**config.mk**
```make
export PLATFORM = sky130hd
export DESIGN_NAME = core_dmem_if
export DESIGN_NICKNAME = d
export VERILOG_FILES = /design/src/rtl/core_dmem_if.sv
export SDC_FILE = /design/constraint.sdc
export NUM_CORES = 1
export LEC_CHECK = 0
export ABC_CLOCK_PERIOD_IN_PS = 6500
export BUFFER_PORTS_ARGS = -buffer_cell sky130_fd_sc_hd__buf_2
export CAP_MARGIN = 20
export CORE_MARGIN = 8
export CORE_UTILIZATION = 55
export CTS_CLUSTER_SIZE = 12
export DETAILED_ROUTE_END_ITERATION = 7
export GPL_ROUTABILITY_DRIVEN = 0
export PLACE_DENSITY = 0.84
export SETUP_SLACK_MARGIN = 0.3
export SLEW_MARGIN = 20
export SYNTH_ARGS = -nofsm -noshare
export SYNTH_HDL_FRONTEND = slang
export SYNTH_SLANG_ARGS = --single-unit
```
**constraint.sdc**
```tcl
create_clock -name CLK -period 6.5 [get_ports CLK]
set_input_delay 1.625 -clock CLK [delete_from_list [all_inputs] [get_ports CLK]]
set_output_delay 1.625 -clock CLK [all_outputs]
set_load 0.005 [all_outputs]
```
**src/rtl/core_dmem_if.sv**
```systemverilog
`default_nettype none
// ============================================================================
// Module   : core_dmem_if
// Purpose  : Core-side data-memory interface. Turns a single-cycle load or
//            store start into one bus transaction (REQ held until ACK or
//            timeout), lane-aligns store data, extracts and sign/zero-extends
//            load data by byte strobe, and reports completion or fault.
// Revision : 1.0 - initial release
// ----------------------------------------------------------------------------
// Parameters
//   TIMEOUT     max REQ-state cycles without DMEM_ACK before fault (1..65535)
// Ports
//   CLK         in   1   clock, rising edge
//   NRST        in   1   asynchronous active-low reset
//   ISLOAD_SS   in   1   single-cycle load start
//   ISSTORE_SS  in   1   single-cycle store start (wins over load)
//   ISLOADBS    in   1   signed-byte load
//   ISLOADHWS   in   1   signed-halfword load
//   STRB        in   4   byte-lane strobe
//   ADDR        in  32   byte address
//   STORE_DATA  in  32   store data, LSB-justified
//   DMEM_REQ    out  1   bus request
//   DMEM_WE     out  1   bus write enable
//   DMEM_ADDR   out 32   word-aligned bus address
//   DMEM_WDATA  out 32   lane-aligned write data
//   DMEM_WSTRB  out  4   bus byte enables
//   DMEM_ACK    in   1   bus completion
//   DMEM_RDATA  in  32   bus read data, valid with ACK
//   BUSY        out  1   transaction in flight
//   LOAD_DATA   out 32   extended load result (held between loads)
//   LOAD_VALID  out  1   one-cycle load-complete pulse
//   STORE_DONE  out  1   one-cycle store-complete pulse
//   FAULT       out  1   one-cycle error pulse
// ============================================================================
module core_dmem_if #(
   parameter int unsigned TIMEOUT = 255
) (
   input  logic        CLK,
   input  logic        NRST,
   input  logic        ISLOAD_SS,
   input  logic        ISSTORE_SS,
   input  logic        ISLOADBS,
   input  logic        ISLOADHWS,
   input  logic [3:0]  STRB,
   input  logic [31:0] ADDR,
   input  logic [31:0] STORE_DATA,
   output logic        DMEM_REQ,
   output logic        DMEM_WE,
   output logic [31:0] DMEM_ADDR,
   output logic [31:0] DMEM_WDATA,
   output logic [3:0]  DMEM_WSTRB,
   input  logic        DMEM_ACK,
   input  logic [31:0] DMEM_RDATA,
   output logic        BUSY,
   output logic [31:0] LOAD_DATA,
   output logic        LOAD_VALID,
   output logic        STORE_DONE,
   output logic        FAULT
);

   localparam logic [1:0]  c_IDLE    = 2'd0;
   localparam logic [1:0]  c_REQ     = 2'd1;
   localparam logic [1:0]  c_DONE    = 2'd2;
   localparam logic [15:0] c_TO_LAST = 16'(TIMEOUT - 1);

   logic [1:0]  r_state;
   logic [1:0]  w_next;
   logic        r_busy;
   logic [29:0] r_addr_word;
   logic [3:0]  r_strb;
   logic [31:0] r_wdata;
   logic        r_is_store;
   logic        r_sx_byte;
   logic        r_sx_half;
   logic [15:0] r_cnt;
   logic        r_fault;
   logic [31:0] r_load_data;

   logic        w_start;
   logic        w_timeout;
   logic [31:0] w_ext;
   logic        w_ext_bad;

   assign w_start   = ISLOAD_SS | ISSTORE_SS;
   assign w_timeout = (r_cnt == c_TO_LAST);

   // ------------------------------------------------------------------------
   // State register. BUSY is registered alongside the state so it is a clean
   // flop output that equals (state != IDLE).
   // ------------------------------------------------------------------------
   always_ff @(posedge CLK or negedge NRST) begin
      if (!NRST) begin
         r_state <= c_IDLE;
         r_busy  <= 1'b0;
      end else begin
         r_state <= w_next;
         r_busy  <= (w_next != c_IDLE);
      end
   end

   // ------------------------------------------------------------------------
   // Next-state logic. A zero strobe has no lanes to move, so it bypasses the
   // bus and goes straight to DONE with a fault. ACK beats the timeout.
   // ------------------------------------------------------------------------
   always_comb begin
      w_next = r_state;
      case (r_state)
         c_IDLE: begin
            if (w_start) begin
               w_next = (STRB == 4'b0000) ? c_DONE : c_REQ;
            end
         end
         c_REQ: begin
            if (DMEM_ACK || w_timeout) begin
               w_next = c_DONE;
            end
         end
         c_DONE:  w_next = c_IDLE;
         default: w_next = c_IDLE;
      endcase
   end

   // ------------------------------------------------------------------------
   // Output logic. Bus-side signals are only non-zero while in REQ, which
   // also makes them drop the instant reset forces the state to IDLE.
   // ------------------------------------------------------------------------
   always_comb begin
      DMEM_REQ   = 1'b0;
      DMEM_WE    = 1'b0;
      DMEM_ADDR  = 32'h0;
      DMEM_WDATA = 32'h0;
      DMEM_WSTRB = 4'h0;
      LOAD_VALID = 1'b0;
      STORE_DONE = 1'b0;
      FAULT      = 1'b0;
      case (r_state)
         c_REQ: begin
            DMEM_REQ   = 1'b1;
            DMEM_WE    = r_is_store;
            DMEM_ADDR  = {r_addr_word, 2'b00};
            DMEM_WDATA = r_wdata;
            DMEM_WSTRB = r_strb;
         end
         c_DONE: begin
            LOAD_VALID = ~r_is_store;
            STORE_DONE = r_is_store;
            FAULT      = r_fault;
         end
         default: ;
      endcase
   end

   assign BUSY      = r_busy;
   assign LOAD_DATA = r_load_data;

   // ------------------------------------------------------------------------
   // Load extraction from the bus read data, selected by the captured strobe.
   // Strobe patterns that are not a naturally aligned byte, halfword or word
   // are flagged as bad.
   // ------------------------------------------------------------------------
   always_comb begin
      w_ext     = 32'h0;
      w_ext_bad = 1'b0;
      case (r_strb)
         4'b0001: w_ext = {{24{r_sx_byte & DMEM_RDATA[7]}},  DMEM_RDATA[7:0]};
         4'b0010: w_ext = {{24{r_sx_byte & DMEM_RDATA[15]}}, DMEM_RDATA[15:8]};
         4'b0100: w_ext = {{24{r_sx_byte & DMEM_RDATA[23]}}, DMEM_RDATA[23:16]};
         4'b1000: w_ext = {{24{r_sx_byte & DMEM_RDATA[31]}}, DMEM_RDATA[31:24]};
         4'b0011: w_ext = {{16{r_sx_half & DMEM_RDATA[15]}}, DMEM_RDATA[15:0]};
         4'b1100: w_ext = {{16{r_sx_half & DMEM_RDATA[31]}}, DMEM_RDATA[31:16]};
         4'b1111: w_ext = DMEM_RDATA;
         default: w_ext_bad = 1'b1;
      endcase
   end

   // ------------------------------------------------------------------------
   // Transaction datapath: request capture, timeout counter, fault flag and
   // the load result register.
   // ------------------------------------------------------------------------
   always_ff @(posedge CLK or negedge NRST) begin
      if (!NRST) begin
         r_addr_word <= 30'h0;
         r_strb      <= 4'h0;
         r_wdata     <= 32'h0;
         r_is_store  <= 1'b0;
         r_sx_byte   <= 1'b0;
         r_sx_half   <= 1'b0;
         r_cnt       <= 16'h0;
         r_fault     <= 1'b0;
         r_load_data <= 32'h0;
      end else begin
         case (r_state)
            c_IDLE: begin
               r_cnt <= 16'h0;
               if (w_start) begin
                  r_addr_word <= ADDR[31:2];
                  r_strb      <= STRB;
                  // Shift into the addressed lane; bytes past bit 31 drop off.
                  r_wdata     <= STORE_DATA << {ADDR[1:0], 3'b000};
                  r_is_store  <= ISSTORE_SS;
                  r_sx_byte   <= ISLOADBS;
                  r_sx_half   <= ISLOADHWS;
                  r_fault     <= (STRB == 4'b0000);
                  if ((STRB == 4'b0000) && !ISSTORE_SS) begin
                     r_load_data <= 32'h0;
                  end
               end
            end
            c_REQ: begin
               if (DMEM_ACK) begin
                  r_fault <= ~r_is_store & w_ext_bad;
                  if (!r_is_store) begin
                     r_load_data <= w_ext;
                  end
               end else if (w_timeout) begin
                  r_fault <= 1'b1;
                  if (!r_is_store) begin
                     r_load_data <= 32'h0;
                  end
               end else begin
                  r_cnt <= r_cnt + 16'h1;
               end
            end
            default: r_cnt <= 16'h0;
         endcase
      end
   end

endmodule
`default_nettype wire

```
# Word-level counts from Yosys, hierarchy flattened
# Cells that the tools add are included.
# Widths: inputs -> output; s select.
[op_classes]
addsub = 1
n_mul = 0
div_mod_pow = 0
n_lt_le_gt_ge = 0
n_eq_ne = 16
n_shift = 1
muxes = 28
bitwise_logic = 9
reduce_logical = 12
[op_table]
columns = ["cell", "count"]
rows = [
  ["$mux 32", 8],
  ["$pmux 32 s7", 1],
  ["$pmux 32 s2", 1],
  ["$mux 16", 3],
  ["$shl 32x5->32", 1],
  ["$add 16x1->16 const B", 1],
  ["$eq 16x8->1 const B", 1],
  ["$eq 4x4->1 const B", 3],
  ["$ne 2x2->1 const B", 5],
  ["$mux 1", 9],
  ["$eq 4x2->1 const B", 2],
  ["$and 1x1->1", 7],
  ["$reduce_or 7->1", 1],
  ["$mux 2", 3],
  ["$reduce_and 5->1", 1],
  ["$eq 4x1->1 const B", 1],
  ["$eq 4x3->1 const B", 1],
  ["$logic_not 4->1", 1],
  ["$mux 4", 1],
  ["$pmux 2 s2", 1],
  ["$reduce_and 2->1", 2],
  ["$reduce_bool 2->1", 2],
  ["$ne 3x3->1 const B", 1],
  ["$reduce_and 3->1", 1],
  ["9 further kinds", 9],
]
[word_totals]
reg_bits = 121
latch_bits = 0
mem_bits_rw = 0
romBits = 0
output_inout_bits = 106
elab_cells = 78
mem_count = 0

# Logic depth before layout (Yosys ltp)
# Gate-level depths: netlist of run 1.
[logic_depth]
word_depth = 6
mapped_depth = 9
depth_no_buf = 7

# Worst setup path after synthesis of run 1
# OpenSTA, ideal clock, no wires.
[synth_path]
kind = "input-to-reg"
from = "input DMEM_ACK"
to = "register r_cnt[15]"
arrival_time_ns = 3.040
setup_slack_ns = 3.382
cell_stages = 5
path_buffers = 1
path_cell_list = "clkbuf_1 and3b_1 or4b_1 or3_1 a21oi_1"
[synth_via]
elab_chain_cells = 2
[synth_lines]
columns = ["element", "line", "text"]
rows = [
  ["start: declaration", "52", "input logic DMEM_ACK,"],
  ["$ne 2x2->1 (no line)", "-", ""],
  ["$reduce_and 2->1 (no line)", "-", ""],
  ["end signal: assignment", "221", "r_cnt <= r_cnt + 16'h1;"],
  ["end: declaration", "75", "logic [15:0] r_cnt;"],
]
# Every way passes these cells.
# A chain may end at the register's enable or synchronous reset.

# Final worst setup path of run 1
[layout_path]
from = "register r_state[1]"
to = "output DMEM_ADDR[28]"
[layout_via]
elab_chain_cells = 2
[layout_lines]
columns = ["element", "line", "text"]
rows = [
  ["start: declaration", "66", "logic [1:0] r_state;"],
  ["start signal: assignment", "93", "r_state <= c_IDLE;"],
  ["start signal: assignment", "96", "r_state <= w_next;"],
  ["$eq 2x1->1", "136", "case (r_state)"],
  ["$mux 32", "136", ""],
  ["end: declaration", "49", "output logic [31:0] DMEM_ADDR,"],
]
# Every way passes these cells.

==> results of run 1 <==
[synthesized netlist by cell type (all sizes together) (6+ instances only)]
cell type,instances,share of area
and2,72,0.071
nor3,6,0.0047
clkbuf,35,0.021
a22o,26,0.036
o21ai,19,0.015
buf,17,0.018
mux2,8,0.014
nor2,33,0.021
a22oi,15,0.018
o211ai,8,0.0095
nand2,184,0.11
a21o,18,0.021
inv,6,0.0036
xnor2,6,0.0083
o31ai,14,0.017
dfrtp,121,0.48
mux2i,18,0.028
nand3,13,0.010
a21oi,20,0.016
[flip-flops by register name, indices dropped and copies added, names as in the netlist]
| name | flops |
|---|---|
| r_state | 2 |
| r_cnt | 16 |
| r_sx_byte | 1 |
| r_is_store | 1 |
| r_wdata | 32 |
| r_fault | 1 |
| BUSY | 1 |
| r_sx_half | 1 |
| r_strb | 4 |
| r_addr_word | 30 |
| LOAD_DATA | 32 |
[power by group through the flow]
stage | logic (uW) | registers (uW) | clock network (uW)
floorplan | 819 | 1100 | 0
global placement | 1150 | 1180 | 0
detailed placement | 1180 | 1180 | 0
CTS | 1190 | 1180 | 967
global route | 1320 | 1210 | 1010
finish | 1180 | 1190 | 958
[through the flow]
stage / std cells / utilization / hold slack (ns)
3_3_place_gp: 1009 / 0.654 / 0.445
5_1_grt: 1041 / 0.707 / 0.495
6_report: 1041 / 0.707 / 0.463
2_1_floorplan: 702 / - / 0.430
4_1_cts: 1041 / 0.707 / 0.460
3_5_place_dp: 1009 / 0.654 / 0.448
[how the worst min path moves through the flow]
| stage | start | to | slack, ns | cells past startpoint |
|---|---|---|---|---|
| floorplan | r_wdata[0]$_DFFE_PN0P_ | r_wdata[0]$_DFFE_PN0P_ | 0.43 | 2 |
| global placement | r_wdata[6]$_DFFE_PN0P_ | r_wdata[6]$_DFFE_PN0P_ | 0.45 | 2 |
| detailed placement | r_wdata[6]$_DFFE_PN0P_ | r_wdata[6]$_DFFE_PN0P_ | 0.45 | 2 |
| CTS | r_wdata[6]$_DFFE_PN0P_ | r_wdata[6]$_DFFE_PN0P_ | 0.46 | 2 |
| global route | r_wdata[5]$_DFFE_PN0P_ | r_wdata[5]$_DFFE_PN0P_ | 0.50 | 2 |
| finish | r_wdata[6]$_DFFE_PN0P_ | r_wdata[6]$_DFFE_PN0P_ | 0.46 | 2 |
[cell type report]
type / count / area (sq um) / area share
well taps: 143 / 179 / 0.0223
inverters: 6 / 22.5 / 0.00281
flip-flops and latches: 121 / 3030 / 0.378
multi-input cells: 523 / 3070 / 0.384
clock buffers: 20 / 457 / 0.0570
repair buffers: 216 / 1100 / 0.137
clock inverters: 12 / 149 / 0.0186
[critical path, stage by stage, from the launching register on]
cell and delay, ns:
dfrtp_1 0.42, nand2b_1 0.51, inv_1 0.55, buf_4 0.47, and2_1 0.19, buf_2 0.12
[cell families after synthesis]
kind of cell             after synthesis  share of synthesized area
other                                  1                   0.000591
buffers and inverters                 58                     0.0420
multiplexers                          26                     0.0426
AO/OA/AOI/OAI                        142                      0.163
XOR/XNOR                              10                     0.0138
flip-flops                           121                      0.477
AND/OR/NAND/NOR                      341                      0.257
adder cells (fa/ha/maj)                2                    0.00394
[routing by layer]
metal  up-vias  track usage  part of all wire
li1       2759            -                 -
met4         2       0.0873             0.020
met2       270        0.372              0.48
met1      2757        0.306              0.41
met5         -            0           0.00071
met3        35       0.0868             0.093
==> reports/summary.txt, run 1 <==
outcome: complete, no violations
cts bufs inserted: 17
drt first pass iters: 5
post-synth cell types: 58
Seq/Total Area, Yosys: 0.477
antenna cells: 0
Clk pwr share: 0.288
Place WS: 2.59 ns
Period minus WS final: 4.33 ns
end point of the critical path: DMEM_ADDR[28]
hpwl dp: 13,000 microns
Post CTS Setup Buffer Count: 0
Total GRT Usage: 0.241
root buf cell: clkbuf_16
Post-synth EDFFs: 0
relative slew slack: 0.376
Worst EP arrival: 2.70 ns
DR iter-0 viols: 552
crit start category: register
Max Clock Skew: 0.00580 ns
crit path from: r_state[1]$_DFF_PN0_
nets@finish: 994
Switching Power: 1220 uW
Antenna Nets Post-Route: 0
Top-Level Pins: 213
vias in the first global route: 5,829
vias post-DR: 5,823
Area Overhead vs Synth: 26.2%
fin worst setup slack: 2.17 ns
R2R Path Start: r_cnt[0]$_DFFE_PN0P_
Hold Fails Final Rpt: 0
element type at the critical path end: output port
power share of the combinational group: 0.354
Final setup viols: 0
die height: 123 microns
proportion of layout cells with a drive suffix above 1: 0.294
r2r setup slk: 3.62 ns
cts hold-fix bufs: 0
post-DR wirelength/cell: 17.7 microns
peak supply drop: 0.000275 V
required time of the critical path: 4.88 ns
Residual DRC: 0
Max Root-Sink Buffers: 2
Synth Register Bits: 121
cell area after synthesis: 6340 sq um
Layout fillers: 893
initial antenna violation count: 1
Period Utilization, post-route: 0.666
Synth Flop Type: dfrtp_1
Mapped Avg Cell Area: 9.05 sq um
DR vias/cell: 5.59
Die X: 123 microns
Sw Ratio: 0.368
GRT Residual Overflow: 0
unrepaired setup endpoints after global routing: false
PwrDens: 415 nW/um^2
core area: 11,300 sq um
most common cell after layout, fill and taps aside: buf_2
ys async rst share: 1.00
fin area: 8010 sq um
Setup Total Neg Slack: 0 ns
Rows: 39
Crit Path Class: reg2out
Post-Syn Instances: 701
CTS tree: built
die area: 15,200 sq um
warnings from Yosys: 0
cell-internal power: 2100 uW
post-CTS resize count: 0
Total Power: 3320 uW
first-pass GRT wire length: 28,800 microns
Worst-Margin Slew: 0.937 ns
clock latency reported for the late side of the worst-skew pair: 0.42 ns
Leakage: 0.00431 uW
Worst Reg-to-Reg Cells: 8
pin count of the biggest net entering global routing: 85
final max-slew violation count: 0
DP Area: 7400 sq um
critical-path maximum fanout: 59
clock sinks: 121
Max Clock Freq: 231 MHz
Reg clk slew, reported paths: 0.05 ns
Sequential Power Share: 0.357
number of port buffers: 210
HP Class: reg2reg
H-tree depth reported by CTS: 4
drt total wl: 18,400 microns
commonest non-fill, non-tap cells in the layout: buf_2 (209), nand2_1 (184), dfrtp_1 (121)
FF-to-FF End: LOAD_DATA[27]$_DFFE_PN0P_
Starting Density: 0.560
MaxCap Viol Count: 0
Note: power is estimated with default switching activity, not from simulation.
==> run 2: changes to the inputs <==
--- a/config.mk
+++ b/config.mk
@@ -5,15 +5,16 @@
 export SDC_FILE = /design/constraint.sdc
 export NUM_CORES = 1
 export LEC_CHECK = 0
-export ABC_CLOCK_PERIOD_IN_PS = 6500
+export ABC_AREA = 1
+export ABC_CLOCK_PERIOD_IN_PS = 3600
 export BUFFER_PORTS_ARGS = -buffer_cell sky130_fd_sc_hd__buf_2
 export CAP_MARGIN = 20
 export CORE_MARGIN = 8
-export CORE_UTILIZATION = 55
+export CORE_UTILIZATION = 47
 export CTS_CLUSTER_SIZE = 12
 export DETAILED_ROUTE_END_ITERATION = 7
 export GPL_ROUTABILITY_DRIVEN = 0
-export PLACE_DENSITY = 0.84
+export PLACE_DENSITY = 0.75
 export SETUP_SLACK_MARGIN = 0.3
 export SLEW_MARGIN = 20
 export SYNTH_ARGS = -nofsm -noshare
==> constraint.sdc (replaced) <==
create_clock -name CLK -period 3.6 [get_ports CLK]
set_input_delay 0.9 -clock CLK [delete_from_list [all_inputs] [get_ports CLK]]
set_output_delay 0.9 -clock CLK [all_outputs]
set_load 0.005 [all_outputs]
==> reports/summary.txt, run 2 <==
Crit Path Class: reg2out
initial antenna violation count: 2 (+1)
Reg clk slew, reported paths: 0.05 ns (about the same)
hpwl dp: 15,100 microns (+17%)
post-synth cell types: 33 (-43%)
relative slew slack: 0.327 (-0.0491)
Mapped Avg Cell Area: 6.80 sq um (-25%)
core area: 14,500 sq um (+28%)
GRT Residual Overflow: 0 (unchanged)
clock latency reported for the late side of the worst-skew pair: 0.42 ns (about the same)
element type at the critical path end: output port
Commonest cells post-synth: nand2_1 (339), nor2_1 (139), dfrtp_1 (121)
Max Clock Freq: 369 MHz
most common cell after layout, fill and taps aside: nand2_1
unrepaired setup endpoints after global routing: false
Period Utilization, post-route: 0.753
cell area after synthesis: 6950 sq um (+9.6%)
peak supply drop: 0.000436 V (+58%)
cts hold-fix bufs: 0 (unchanged)
CTS tree: built
Die X: 138 microns (+12%)
cts bufs inserted: 17 (unchanged)
proportion of layout cells with a drive suffix above 1: 0.224 (-0.0705)
warnings from Yosys: 0 (unchanged)
Worst EP arrival: 1.81 ns (-0.89 ns)
Synth Register Bits: 121 (unchanged)
DR vias/cell: 5.11 (-8.6%)
vias in the first global route: 6,705 (+15%)
die height: 138 microns (+12%)
MaxCap Viol Count: 0 (unchanged)
post-DR wirelength/cell: 14.8 microns (-16%)
Post CTS Setup Buffer Count: 0 (unchanged)
clock sinks: 121 (unchanged)
nets@finish: 1,314 (+32%)
post-CTS resize count: 0 (unchanged)
DR iter-0 viols: 608 (+10%)
root buf cell: clkbuf_16
leading cell type by number of instances after synthesis: nand2_1
drt total wl: 20,800 microns (+13%)
synth top area cells: dfrtp_1 (44%), nand2_1 (18%), nor2_1 (7.5%)
Period minus WS final: 2.71 ns
Top-Level Pins: 213 (unchanged)
Post-Syn Instances: 1,022 (+46%)
CP max stage delay: 0.39 ns (-0.16 ns)
drt first pass iters: 5 (unchanged)
Synth Flop Type: dfrtp_1
number of port buffers: 210 (unchanged)
outcome: complete, no violations
final max-slew violation count: 0 (unchanged)
die area: 18,900 sq um (+24%)
worst-path cell chain: inv_1 > nor2_1 > inv_2 > buf_12 > nor2_1 > buf_2
crit start category: register
Min Hold Slack: 0.424 ns (-0.0387 ns)
Worst path slowest cell: dfrtp_1
Hold Fails Final Rpt: 0 (unchanged)
Total Power: 6290 uW (+90%)
fin cells: 1,401 (+35%)
Antenna Nets Post-Route: 0 (unchanged)
Post-synth EDFFs: 0 (unchanged)
critical-path maximum fanout: 54 (-8.5%)
leading area contributor after synthesis: dfrtp_1
Rows: 44 (+13%)
Seq/Total Area, Yosys: 0.436 (-0.0417)
Total GRT Usage: 0.223 (-0.0183)
required time of the critical path: 2.70 ns (-2.18 ns)
ys async rst share: 1.00 (unchanged)
commonest non-fill, non-tap cells in the layout: nand2_1 (339), buf_2 (209), nor2_1 (139)
pin count of the biggest net entering global routing: 65 (-24%)
Starting Density: 0.480 (-0.0803)
Placed Cells: 1,370 (+36%)
HP Class: in2async
Final Util: 0.601 (-0.106)
PwrDens: 723 nW/um^2 (+74%)
Synth top area share: 0.436 (-0.0417)
antenna cells: 0 (unchanged)
Final setup viols: 0 (unchanged)
first-pass GRT wire length: 33,500 microns (+16%)
vias post-DR: 7,163 (+23%)
Max Clock Skew: 0.00751 ns (+0.00171 ns)
H-tree depth reported by CTS: 4 (unchanged)
Setup Total Neg Slack: 0 ns (unchanged)
Leakage: 0.00485 uW (+12%)
Area Overhead vs Synth: 25.2%
most frequent cell on the critical path: nor2_1
Worst-Margin Slew: 1.00 ns (+0.0674 ns)
Max Root-Sink Buffers: 2 (unchanged)
Residual DRC: 0 (unchanged)
## run 2: where the power goes
| part | leakage [uW] | internal (uW) | switching (uW) | total, uW |
|---|---|---|---|---|
| sequential | 0.00158 | 1790 | 200 | 1990 |
| combinational | 0.00298 | 849 | 1690 | 2540 |
| clock | 0.000286 | 1140 | 624 | 1760 |
| total | 0.00485 | 3780 | 2520 | 6290 |
## run 2: final cells by class
cell class | count | area (sq um)
fillers | 1383 | 5780
multi-input cells | 734 | 3240
flip-flops and latches | 121 | 3030
repair buffers | 220 | 1180
clock buffers | 20 | 467
inverters | 111 | 418
well taps | 184 | 230
clock inverters | 11 | 146
## run 2: per-stage QoR
step	worst slack [ns]	cell area, sq um
global route	0.772	8700
floorplan	1.50	6950
finish	0.888	8700
detailed placement	0.994	8090
global placement	1.02	8090
CTS	0.861	8700
## run 2: cell families (layout without fill, tap and decap cells)
family	Yosys count	after routing	synth area share
buffers and inverters	168	362	0.0994
and+or+nand+nor	566	566	0.329
xor gates and xnor gates	6	6	0.00756
DFF	121	121	0.436
other	1	2	0.000540
adders and majority gates	2	2	0.00360
AOI/OAI and AO/OA	158	158	0.124
## run 2: metal layers
metal  wire length, microns  share of wire  GRT usage
met1                   8730           0.42      0.299
met2                   9620           0.46      0.336
met3                   2110           0.10     0.0718
met4                    287          0.014     0.0646
met5                     26         0.0013          0
## run 2: final timing paths
path                                            from                          to  slack (ns)  cells after the start
max                             r_state[0]$_DFF_PN0_              DMEM_WDATA[27]        0.89                      6
min                                             NRST       r_cnt[13]$_DFFE_PN0P_        0.42                      1
max reg2reg                    r_strb[2]$_DFFE_PN0P_   LOAD_DATA[15]$_DFFE_PN0P_        1.19                      8
min reg2reg                LOAD_DATA[10]$_DFFE_PN0P_   LOAD_DATA[10]$_DFFE_PN0P_        0.48                      2
max in group asynchronous                       NRST  r_addr_word[8]$_DFFE_PN0P_        2.33                      2
min in group CLK           LOAD_DATA[10]$_DFFE_PN0P_   LOAD_DATA[10]$_DFFE_PN0P_        0.48                      2
## run 2: critical path: cells and delay by family (launching register included)
family / cells / cell delay (ns)
flops: 1 / 0.39
buf+inv: 4 / 0.83
simple gates: 2 / 0.17
